File: config.mk
export PLATFORM = sky130hd
export DESIGN_NAME = complex_mult_scheduler
export DESIGN_NICKNAME = d
export VERILOG_FILES = /design/src/rtl/complex_mult_pkg.sv /design/src/rtl/complex_mult_scheduler_rr_arbiter.sv /design/src/rtl/complex_mult_scheduler.sv
export SDC_FILE = /design/constraint.sdc
export NUM_CORES = 1
export LEC_CHECK = 0
export CORE_AREA = 2 2 308 310
export DETAILED_ROUTE_END_ITERATION = 12
export DIE_AREA = 0 0 310 312
export PLACE_DENSITY = 0.33
export SYNTH_ARGS = -nofsm -noshare
export SYNTH_HDL_FRONTEND = slang
export SYNTH_SLANG_ARGS = --single-unit
File: constraint.sdc
create_clock -name clk -period 5.4 [get_ports clk]
set_input_delay 1.08 -clock clk [delete_from_list [all_inputs] [get_ports clk]]
set_output_delay 1.08 -clock clk [all_outputs]
set_load 0.02 [all_outputs]
File: src/rtl/complex_mult_pkg.sv
// Shared constants for the complex multiplier scheduler.
// A complex operand is 64 bits: real half in [63:32], imaginary half in
// [31:0], each an IEEE-754 single-precision value. The scheduler never
// interprets these fields. It only routes them to and from the multiplier.
package complex_mult_pkg;

    localparam int CPLX_W      = 64;
    localparam int HALF_W      = 32;
    localparam int DEF_LATENCY = 8;
    localparam int DEF_NREQ    = 4;

    // Field slice positions inside a packed complex word
    localparam int REAL_MSB = 63;
    localparam int REAL_LSB = 32;
    localparam int IMAG_MSB = 31;
    localparam int IMAG_LSB = 0;

    // Requester id width; at least one bit so a 1-wide id is still legal
    function automatic int id_width(input int nreq);
        return (nreq <= 1) ? 1 : $clog2(nreq);
    endfunction

endpackage

File: src/rtl/complex_mult_scheduler_rr_arbiter.sv
// Round-robin arbiter used by complex_mult_scheduler.
// Ports:
//   clk, rst      clock and synchronous active-high reset
//   req[NREQ]     request vector
//   en            arbitration enable (the multiplier clock enable)
//   gnt[NREQ]     one-hot grant, zero when en=0 or no request
//   gnt_idx[IDW]  encoded index of the winner
//   gnt_any       a grant was issued this cycle
// The pointer holds the last winner. The scan starts one above it, so
// after reset (pointer = NREQ-1) requester 0 has top priority.
module rr_arbiter
    import complex_mult_pkg::*;
#(
    parameter int NREQ = DEF_NREQ,
    parameter int IDW  = id_width(DEF_NREQ)
) (
    input  logic            clk,
    input  logic            rst,
    input  logic [NREQ-1:0] req,
    input  logic            en,
    output logic [NREQ-1:0] gnt,
    output logic [IDW-1:0]  gnt_idx,
    output logic            gnt_any
);

    logic [IDW-1:0] ptr_q;
    logic [IDW-1:0] ptr_d;
    logic [IDW:0]   sum_v;
    logic [IDW-1:0] idx_v;
    logic           hit_v;

    // Priority scan from ptr+1 upward with wrap; the first hit wins.
    // ptr+off never exceeds 2*NREQ-1, so one conditional subtract suffices.
    always_comb begin
        gnt     = '0;
        gnt_idx = '0;
        gnt_any = 1'b0;
        sum_v   = '0;
        idx_v   = '0;
        hit_v   = 1'b0;
        for (int off = 1; off <= NREQ; off++) begin
            sum_v   = {1'b0, ptr_q} + (IDW+1)'(off);
            idx_v   = (sum_v >= (IDW+1)'(NREQ)) ? IDW'(sum_v - (IDW+1)'(NREQ)) : IDW'(sum_v);
            hit_v   = en & ~gnt_any & req[idx_v];
            gnt[idx_v] = gnt[idx_v] | hit_v;
            gnt_idx = hit_v ? idx_v : gnt_idx;
            gnt_any = gnt_any | hit_v;
        end
    end

    // Pointer follows the winner only when a grant actually happens
    always_comb begin
        ptr_d = (en & gnt_any) ? gnt_idx : ptr_q;
    end

    // Pointer register
    always_ff @(posedge clk) begin
        if (rst) begin
            ptr_q <= IDW'(NREQ - 1);
        end else begin
            ptr_q <= ptr_d;
        end
    end

endmodule

File: src/rtl/complex_mult_scheduler.sv
// Shares one pipelined complex multiplier among NREQ requesters.
// Ports:
//   clk, rst     clock and synchronous active-high reset
//   req_valid    per-requester operand valid
//   req_ready    one-hot grant (transfer when valid & ready)
//   req_a/req_b  packed operands, requester i at [64*i +: 64]
//   mul_a/mul_b  operands of the granted requester; zero when there is no grant
//   mul_ce       clock enable for the multiplier and the internal tag pipe
//   mul_result   product from the multiplier
//   out_valid    product valid, out_id is its owner, out_result = mul_result
//   out_ready    downstream accept
//   inflight     products issued but not yet accepted
// A tag pipe of LATENCY {valid,id} stages runs in lockstep with the
// multiplier. When the output is stalled, mul_ce drops. The multiplier and
// the tags then freeze together, and the tags stay aligned with the products.
module complex_mult_scheduler
    import complex_mult_pkg::*;
#(
    parameter int NREQ    = DEF_NREQ,
    parameter int LATENCY = DEF_LATENCY,
    parameter int IDW     = id_width(NREQ)
) (
    input  logic                       clk,
    input  logic                       rst,
    input  logic [NREQ-1:0]            req_valid,
    output logic [NREQ-1:0]            req_ready,
    input  logic [NREQ*CPLX_W-1:0]     req_a,
    input  logic [NREQ*CPLX_W-1:0]     req_b,
    output logic [CPLX_W-1:0]          mul_a,
    output logic [CPLX_W-1:0]          mul_b,
    output logic                       mul_ce,
    input  logic [CPLX_W-1:0]          mul_result,
    output logic                       out_valid,
    output logic [IDW-1:0]             out_id,
    output logic [CPLX_W-1:0]          out_result,
    input  logic                       out_ready,
    output logic [$clog2(LATENCY+1)-1:0] inflight
);

    localparam int CNTW = $clog2(LATENCY + 1);

    logic [NREQ-1:0]              gnt;
    logic [IDW-1:0]               gnt_idx;
    logic                         gnt_any;
    logic                         stall;
    logic                         issue;
    logic                         accept;

    logic [LATENCY-1:0]           tag_valid_q;
    logic [LATENCY-1:0]           tag_valid_d;
    logic [LATENCY-1:0][IDW-1:0]  tag_id_q;
    logic [LATENCY-1:0][IDW-1:0]  tag_id_d;
    logic [CNTW-1:0]              inflight_q;
    logic [CNTW-1:0]              inflight_d;

    // Stall and enable. Reset masks out_valid at once, so no stale product
    // shows while rst is high.
    always_comb begin
        out_valid = tag_valid_q[LATENCY-1] & ~rst;
        stall     = out_valid & ~out_ready;
        mul_ce    = ~stall & ~rst;
        issue     = mul_ce & gnt_any;
        accept    = out_valid & out_ready;
    end

    rr_arbiter #(
        .NREQ (NREQ),
        .IDW  (IDW)
    ) u_arb (
        .clk     (clk),
        .rst     (rst),
        .req     (req_valid),
        .en      (mul_ce),
        .gnt     (gnt),
        .gnt_idx (gnt_idx),
        .gnt_any (gnt_any)
    );

    // One-hot operand mux: AND-OR select gives zero when there is no grant
    always_comb begin
        mul_a = '0;
        mul_b = '0;
        for (int i = 0; i < NREQ; i++) begin
            mul_a = mul_a | ({CPLX_W{gnt[i]}} & req_a[CPLX_W*i +: CPLX_W]);
            mul_b = mul_b | ({CPLX_W{gnt[i]}} & req_b[CPLX_W*i +: CPLX_W]);
        end
    end

    // Tag pipe next state: shift on ce, otherwise hold
    always_comb begin
        tag_valid_d = tag_valid_q;
        tag_id_d    = tag_id_q;
        if (mul_ce) begin
            tag_valid_d[0] = gnt_any;
            tag_id_d[0]    = gnt_idx;
            for (int s = 1; s < LATENCY; s++) begin
                tag_valid_d[s] = tag_valid_q[s-1];
                tag_id_d[s]    = tag_id_q[s-1];
            end
        end else begin
            tag_valid_d = tag_valid_q;
            tag_id_d    = tag_id_q;
        end
    end

    // Outstanding-product counter: a simultaneous issue and accept cancel out
    always_comb begin
        case ({issue, accept})
            2'b10:   inflight_d = inflight_q + CNTW'(1);
            2'b01:   inflight_d = inflight_q - CNTW'(1);
            default: inflight_d = inflight_q;
        endcase
    end

    // State registers. Reset clears the valid bits, so in-flight products vanish.
    always_ff @(posedge clk) begin
        if (rst) begin
            tag_valid_q <= '0;
            tag_id_q    <= '0;
            inflight_q  <= '0;
        end else begin
            tag_valid_q <= tag_valid_d;
            tag_id_q    <= tag_id_d;
            inflight_q  <= inflight_d;
        end
    end

    // Output assignments
    always_comb begin
        req_ready  = gnt;
        out_id     = tag_id_q[LATENCY-1];
        out_result = mul_result;
        inflight   = inflight_q;
    end

endmodule

==> summary.txt <==
Worst setup path
  • Crit path DAT: between 4000 and 5000 ps
  • Required time worst endpoint: between 4000 and 5000 ps
  • Worst setup path class: input pin to output port
  • Critical Path Fanout Max: 7
  • CP Launch Type: input pin
  • Worst setup EP type: output port

STA
  • Pin slew with the least headroom to its limit: 923.2 ps
  • Final Hold Violating Endpoints: 0
  • Slew Limit Headroom: about two fifths
  • Final worst path period need: 5272 ps
  • Final Cycle Share: roughly 100%
  • RSZ-0062 raised after global routing: true
  • Fmax: ~190 MHz
  • Setup WS post-layout: ~130 ps
  • Setup violators final: 0
  • Setup TNS: 0 ps
  • Skew final: 2.827 ps
  • Final slew viol count: 0

Synth
  • Post-Synthesis Cells: 1326
  • Count of cell types in the netlist: 53
  • Synth Flop Type: dfxtp_1
  • Syn Area/Cell: 7.292 µm²
  • Syn Nets: 1917
  • Yosys warning count: 0
  • Post-synthesis sequential element count: 30
  • Ys async rst share: 0%
  • EDFF count, synth: 0
  • Mapped cell area: approximately 0.0097 mm²
  • Register area share after synthesis: around 6.2%

Global routing
  • Global-route wire length before repair: 107400 µm
  • Antenna violations before repair: 19
  • Met3 GRT Util: between 2 and 2.5%
  • Vias in the first global route: ~15000
  • Met1 usage: 17.96%
  • Layer with the highest usage: met2
  • GRT met2 Usage: 27.17%
  • Total congestion overflow: 0
  • Gr usage total: 14.80%
  • Largest net degree at the start of global routing: between 70 and 80

Floorplanning
  • Starting Density: between 10% and 20%
  • Core area: about 0.093 mm²
  • # rows: between 100 and 150
  • DIE WIDTH: approximately 310 µm
  • Die Y: 312 µm
  • DIE AREA: 0.09672 mm²
  • Top Ports: 787

Route
  • Drt initial violations: roughly 1500
  • DRT antenna net count: 0
  • Via/cell ratio: about 4.4
  • Drt pass-1 iters: 8
  • Final WL: between 70000 and 80000 µm
  • DR DRC count: 0
  • Vias: about 14000
  • Wirelength per Cell: approximately 24 µm

Clock network
  • Num CTS Buffers: 5
  • H-tree depth: 2
  • Root Driver: clkbuf_16
  • Clock Path Buffers: 2
  • CTS sink cnt: 30
  • Worst-path clk slew: around 50 ps
  • CTS tree: yes
  • Worst-skew pair later-pin latency: 270 ps
  • Post-CTS Hold Fix Bufs: 0

Finish
  • Non-filler cells, final: ~3200
  • Share of post-route cells with drive strength above 1: roughly 23%
  • Number of fill cells in the layout: between 10000 and 15000
  • Area grow syn2layout: 95.51%
  • Final core utilization: between 20% and 30%
  • Most common cell after layout, fill and taps aside: clkdlybuf4s50_1
  • Most frequent cells in the layout: 522 x clkdlybuf4s50_1, 177 x buf_4, 165 x nand2_1
  • Nets@finish: about 2600

Placed design
  • Placed cells: 3207
  • Gpl congestion: approximately 0.86
  • Port Buffers: ~660
  • HPWL Detailed: about 60000 µm
  • Pre-CTS setup slack: -628.6 ps

Pwr
  • Design Power: 15210 µW
  • Power density over the cells: 804.7 mW/mm²
  • Lkg Pwr: ~0.0075 µW
  • Worst vdd ir: around 440 µV

Hold path
  • Hold Crit Class: flop to flop

Run status
  • Outcome: finished, final reports clean

Job
  • Max cap viols: 0
==> kinds of logic (layout without fill, tap and decap cells) <==
logic type	Yosys count	count (layout)	share of synthesized area, %
AND/OR/NAND/NOR	470	470	25.66
AO/OA/AOI/OAI	450	450	47.84
buffers and inverters	359	1010	17.59
flip-flops	30	30	6.211
adder cells (fa/ha/maj)	8	8	1.113
multiplexers	6	6	1.320
XOR/XNOR	3	3	0.2718
other	0	5	0
==> layer usage <==
layer  vias up  wire length [µm]
li1       6543                 -
met1      7047             31390
met2       689             39280
met3       108              5099
met4         6              1443
met5         -                45
==> per-stage QoR <==
step                instance area [µm²]  hold WS [ps]
floorplan                          9669         413.3
global placement                  18420         432.1
detailed placement                18420         442.6
CTS                               18860         450.8
global route                      18900         480.3
finish                            18900         447.9
==> critical path, stage by stage <==
cell and delay (ps):
buf_6 100, mux4_2 500, mux2_4 350, a2111oi_4 350, buf_4 200, nor2_4 40
a211oi_4 250, buf_4 150, a22oi_2 80, buf_12 150, buf_12 140, buf_12 150
buf_12 140, buf_8 130, nand2b_4 60, o2111ai_2 110, buf_6 170
==> cell type report <==
type	instances	area, µm²	area share, %
Timing Repair Buffer	864	8408	44.48
Multi-Input combinational cell	937	7631	40.37
Tap cell	1254	1569	8.300
Inverter	138	518.0	2.740
Clock buffer	5	125.1	0.6619
Clock inverter	3	40.04	0.2118
Antenna cell	5	12.51	0.06619
Sequential cell	30	600.6	3.177
==> synthesized netlist by cell type (all sizes together), types with 2 or more instances <==
cell	number	area share, %
a31oi	4	0.26
a211oi	3	0.28
clkbuf	134	5.2
o2111ai	129	12
a21o	5	0.39
and2	4	0.28
ha	7	0.91
a22oi	3	0.23
nor2b	8	0.52
a22o	7	0.63
xor2	2	0.18
a222oi	128	13
dfxtp	30	6.2
nor2	16	0.62
mux4	5	1.2
a221oi	130	18
buf	87	7.0
a21oi	24	1.3
nor3	6	0.31
nand3	7	0.36
nand2	165	6.4
inv	138	5.4
and3	128	8.3
o22ai	2	0.19
o21ai	5	0.26
o21bai	2	0.16
nand2b	129	8.3
==> registers in the layout (all words and copies together) (netlist names) <==
signal and count:
inflight 4, out_id 2, tag_id_q 14, tag_valid_q 8
u_arb.ptr_q 2
==> timing repair <==
action | 4_1_cts | 5_1_grt
setup buffers | 12 | 0
endpoints found under the setup margin | 131 | 127
pin swaps | 7 | 7
cloned | 2 | 2
gates resized for setup | 354 | 31
==> power by group <==
part	switching [µW]	internal [µW]	total, µW
combinational	8330	6300	14600
sequential	18.8	252	271
clock	95.3	215	311
==> path summary, 6_finish.rpt <==
| kind | start | to | slack (ps) | cells past startpoint |
|---|---|---|---|---|
| worst max register to register | u_arb.ptr_q[0] | inflight[3] | 2130 | 15 |
| worst min register to register | tag_valid_q[0] | tag_valid_q[0] | 450 | 2 |
| worst min-delay path | tag_valid_q[0] | tag_valid_q[0] | 450 | 2 |
| worst max-delay path | req_valid[2] | mul_b[25] | 130 | 17 |
(Power assumes the default switching activity.)
==> RTL edit 1: new RTL, config.mk and constraints unchanged <==
Change the package constant `DEF_LATENCY` from 8 to 16.
--- a/src/rtl/complex_mult_pkg.sv
+++ b/src/rtl/complex_mult_pkg.sv
@@ -8,3 +8,3 @@
     localparam int HALF_W      = 32;
-    localparam int DEF_LATENCY = 8;
+    localparam int DEF_LATENCY = 16;
     localparam int DEF_NREQ    = 4;
Interface: changed (resized inflight); port bits go from 787 to 788. The function was not compared with the original's and may differ.
==> RTL edit 1 against the unedited design <==
Maximum frequency fell by 1.3%; count of clock-buffer cells in the layout rose by 1; register-to-register slack worse by 0.66 ns; routed wire length is 3.8% higher; sequential cell count up 25; synthesized cell count up 1.5%; utilization fell by 0.53 points; cell area fell by 2.6%; critical path depth fell by 1; synthesized area is 9.9% lower; worst setup slack got worse by 0.071 ns; largest cell class unchanged; highest routed layer unchanged.
Power is not compared: it rests on default switching activity, and its combinational part moved more than twofold at a synthesized area within 25%.
==> RTL edit 1: results (changes against the unedited design) <==
----------------------------------------------------
[Yosys]
  Top cell types by occurrence after synthesis ... sky130_fd_sc_hd__nand3_1, sky130_fd_sc_hd__nand4_1, sky130_fd_sc_hd__o211ai_1
  Top cells by area, synth ... sky130_fd_sc_hd__nand3_1, sky130_fd_sc_hd__dfxtp_1, sky130_fd_sc_hd__o211ai_1
  Synth Net Count ... 1938 (+1.1%)
  Most repeated cell in the gate-level netlist after synthesis ... sky130_fd_sc_hd__nand3_1

[Route]
  Via-per-instance ratio ... 4.148 (-6.7%)
  Number of optimization iterations in the first detailed-route pass ... 5 (-3)
  Total wirelength of the detailed-routed design ... 80.18 mm (+3.8%)
  Number of DRC violations after detailed-routing iteration 0 ... 805 (-47%)
  Final routed wire length divided by cell count ... 24.50 um (+2.6%)

[Layout]
  Fill cells ... 10550 (+0.88%)
  Flip-flop count of the largest register after layout ... 30 (+16)
  Number of multi-input logic gates ... 1050 (+12%)
  Clock Buffer Count ... 6 (+1)
  Share of final-layout standard cells stronger than drive strength 1 ... 0.1980 (-0.02860)
  Inverters ... 7 (-95%)
  Multi-input combinational cell area ... 0.006515 mm^2 (-15%)
  Share of final layout cell area taken by non-clock buffers ... 0.4900 (+0.04521)
  Nets@finish ... 2601 (+1.3%)
  Sequential Area ... 0.001101 mm^2 (+83%)

[GRT]
  Aggregate global-route resource usage ... 0.1557 (+0.007756)
  First-pass GRT wire length ... 108.8 mm (+1.3%)

[Critical path]
  Minimum setup slack among reg-to-reg paths ... 1.47 ns (-0.66 ns)
  Number of cells on the worst reg-to-reg path ... 16 (+1)
  Capturing element of the worst setup path ... mul_b[12]
  Largest fanout on the critical path ... 18 (+11)

[Place]
  Post-placement setup slack ... -0.7293 ns (-0.1007 ns)

[Outcome]
  Run status ... finished clean

[STA]
  Slew @ Worst Pin ... 0.8858 ns (-0.03741 ns)
  Min Hold Slack ... 0.4415 ns (-0.006418 ns)
  Final worst path period need ... 5.343 ns (+0.07071 ns)

[Worst hold path]
  End of the worst hold path ... tag_id_q[6]

----------------------------------------------------
-- RTL edit 1: repair_timing --
| action | CTS | global route |
|---|---|---|
| buffers inserted | 22 | 9 |
| setup endpoints to repair | 132 | 89 |
| gates cloned | 4 | 3 |
| pin swaps | 32 | 19 |
| endpoints found under the hold margin | 0 | 0 |
| resized for setup | 329 | 41 |
-- RTL edit 1: kinds of logic after synthesis --
kind of cell               count (synthesis)  synth area share
DFF                                       55            0.1264
buffers and inverters                    241            0.1526
muxes                                     13           0.02039
and+or+nand+nor                          655            0.4090
adders and majority gates                  9           0.01379
AOI/OAI and AO/OA                        369            0.2738
xor gates and xnor gates                   4          0.004021
-- RTL edit 1: metal layers --
metal / up-vias / track usage / part of all wire
met4: 30 / 0.03722 / 0.024
met2: 678 / 0.2749 / 0.49
met3: 143 / 0.04333 / 0.083
met5: - / 0 / 0.0024
li1: 6290 / - / -
met1: 6431 / 0.1848 / 0.40
==> RTL edit 2: new RTL, same flow settings <==
Made on the original files. `tag_id_q` no longer has a reset.
--- a/src/rtl/complex_mult_scheduler.sv
+++ b/src/rtl/complex_mult_scheduler.sv
@@ -118,3 +118,2 @@
             tag_valid_q <= '0;
-            tag_id_q    <= '0;
             inflight_q  <= '0;
@@ -122,5 +121,8 @@
             tag_valid_q <= tag_valid_d;
-            tag_id_q    <= tag_id_d;
             inflight_q  <= inflight_d;
         end
+    end
+
+    always_ff @(posedge clk) begin
+        tag_id_q <= tag_id_d;
     end
Behaviour: same outputs for any inputs over 4 cycles, from zero or initial values and one cycle with rst high; that may be too few to reach the edited logic, so the function may still have changed.
==> RTL edit 2 against the unedited design <==
The run now ends with negative setup slack left; global-route usage rose by 0.65 points; non-clock buffer count rose by 66; sequential cell count did not move; clock skew rose by 0.0025 ns; sequential share of layout area rose by 0.52 points; hold slack got worse by 0.032 ns; synthesized area fell by 15%; cell area rose by 8.7%; final cell count fell by 6.4%; routed wire length rose by 7.8%; worst setup slack got worse by 0.16 ns; utilization rose by 1.8 points.
Power is left out: the tool's default activity adds up to more than one toggle a clock period on the data nets, which glitch-free logic cannot reach.
==> RTL edit 2: results (changes against the unedited design) <==
----------------------------------------------------
[Critical path]
  Slowest Stage Delay on Critical Path ... 0.59 ns (+0.09 ns)
  Minimum setup slack among reg-to-reg paths ... 2.10 ns (-0.03 ns)
  Start of the worst register-to-register path ... u_arb.ptr_q[1]

[STA]
  Rel. slew slack ... 0.3557 (-0.02880)
  Number of setup violations in the final report ... 5 (+5)
  Min Hold Slack ... 0.4159 ns (-0.03209 ns)
  Setup ws final ... -0.02970 ns (-0.1578 ns)

[Yosys]
  Top cells by area, synth ... sky130_fd_sc_hd__o2111ai_1, sky130_fd_sc_hd__buf_4, sky130_fd_sc_hd__inv_1
  Number of different library cells in the post-synthesis netlist ... 49 (-7.5%)
  XOR/XNOR share of the synthesized area ... 0.003207 (+0.0004892)
  Post-synthesis mux area share ... 0.01802 (+0.004819)
  Predominant post-synthesis flop cell ... sky130_fd_sc_hd__edfxtp_1
  Number of enable flip-flop cells after synthesis ... 16 (+16)
  Compound-gate portion of the synthesized area ... 0.5993 (+0.1209)
  Top cell types by occurrence after synthesis ... sky130_fd_sc_hd__o2111ai_1, sky130_fd_sc_hd__inv_1, sky130_fd_sc_hd__clkbuf_1

[GRT]
  Met2 routing resource usage after global routing ... 0.2740 (+0.002334)
  First-pass GRT wire length ... 108.3 mm (+0.86%)
  Aggregate global-route resource usage ... 0.1544 (+0.006452)
  Global-route track usage on met1 ... 0.1880 (+0.008437)
  Largest net degree at the start of global routing ... 130 (+78%)

[Route]
  Final routed wire length divided by cell count ... 27.49 um (+15%)
  Total wirelength of the detailed-routed design ... 83.25 mm (+7.8%)

[Layout]
  Multi-input combinational cell area ... 0.007276 mm^2 (-4.7%)
  Share of final layout cell area taken by non-clock buffers ... 0.4980 (+0.05322)
  Final Instance Area ... 0.02055 mm^2 (+8.7%)
  Share of final-layout standard cells stronger than drive strength 1 ... 0.3594 (+0.1328)

[Place]
  Placed cell count ... 2937 (-8.4%)
  Final RePlAce weighted congestion ... 0.8796 (+2.9%)

[Outcome]
  Failing checks ... negative setup slack
  Run status ... finished with violations

----------------------------------------------------
-- RTL edit 2: cell types whose count changed after synthesis, moves of 10 or more --
cell,unedited run,this run
sky130_fd_sc_hd__a221oi_1,29,1
sky130_fd_sc_hd__a221oi_2,101,0
sky130_fd_sc_hd__a222oi_1,128,0
sky130_fd_sc_hd__and3_1,128,0
sky130_fd_sc_hd__buf_2,6,70
sky130_fd_sc_hd__buf_6,12,2
sky130_fd_sc_hd__clkbuf_1,134,112
sky130_fd_sc_hd__dfxtp_1,30,14
sky130_fd_sc_hd__edfxtp_1,0,16
sky130_fd_sc_hd__nand2_1,165,20
sky130_fd_sc_hd__nand2b_1,129,4
sky130_fd_sc_hd__o2111ai_1,129,512
-- RTL edit 2: final timing paths --
kind                                      to  depth (start not counted)
worst max register to register   inflight[3]                         15
worst min-delay path            tag_id_q[10]                          0
worst min register to register  tag_id_q[10]                          0
worst max-delay path               mul_b[34]                         16
-- RTL edit 2: timing repair --
action,4_1_cts,5_1_grt
hold buffers,0,0
gates resized for setup,509,423
endpoints found under the setup margin,132,128
endpoints found under the hold margin,0,0
pin swaps,15,93
setup buffers,28,27
cloned,13,13
-- RTL edit 2: cell families (layout without fill, tap and decap cells) --
| kind of cell | after synthesis | after routing |
|---|---|---|
| flip-flops | 30 | 30 |
| XOR/XNOR | 3 | 3 |
| AND/OR/NAND/NOR | 67 | 67 |
| multiplexers | 8 | 8 |
| other | 0 | 7 |
| buffers and inverters | 405 | 1081 |
| AO/OA/AOI/OAI | 570 | 570 |
| adder cells (fa/ha/maj) | 8 | 8 |
-- RTL edit 2: metal layers --
layer	vias to the layer above	share of wire
li1	6013	-
met1	6809	0.39
met2	687	0.49
met3	161	0.083
met4	20	0.028
met5	-	0.0015
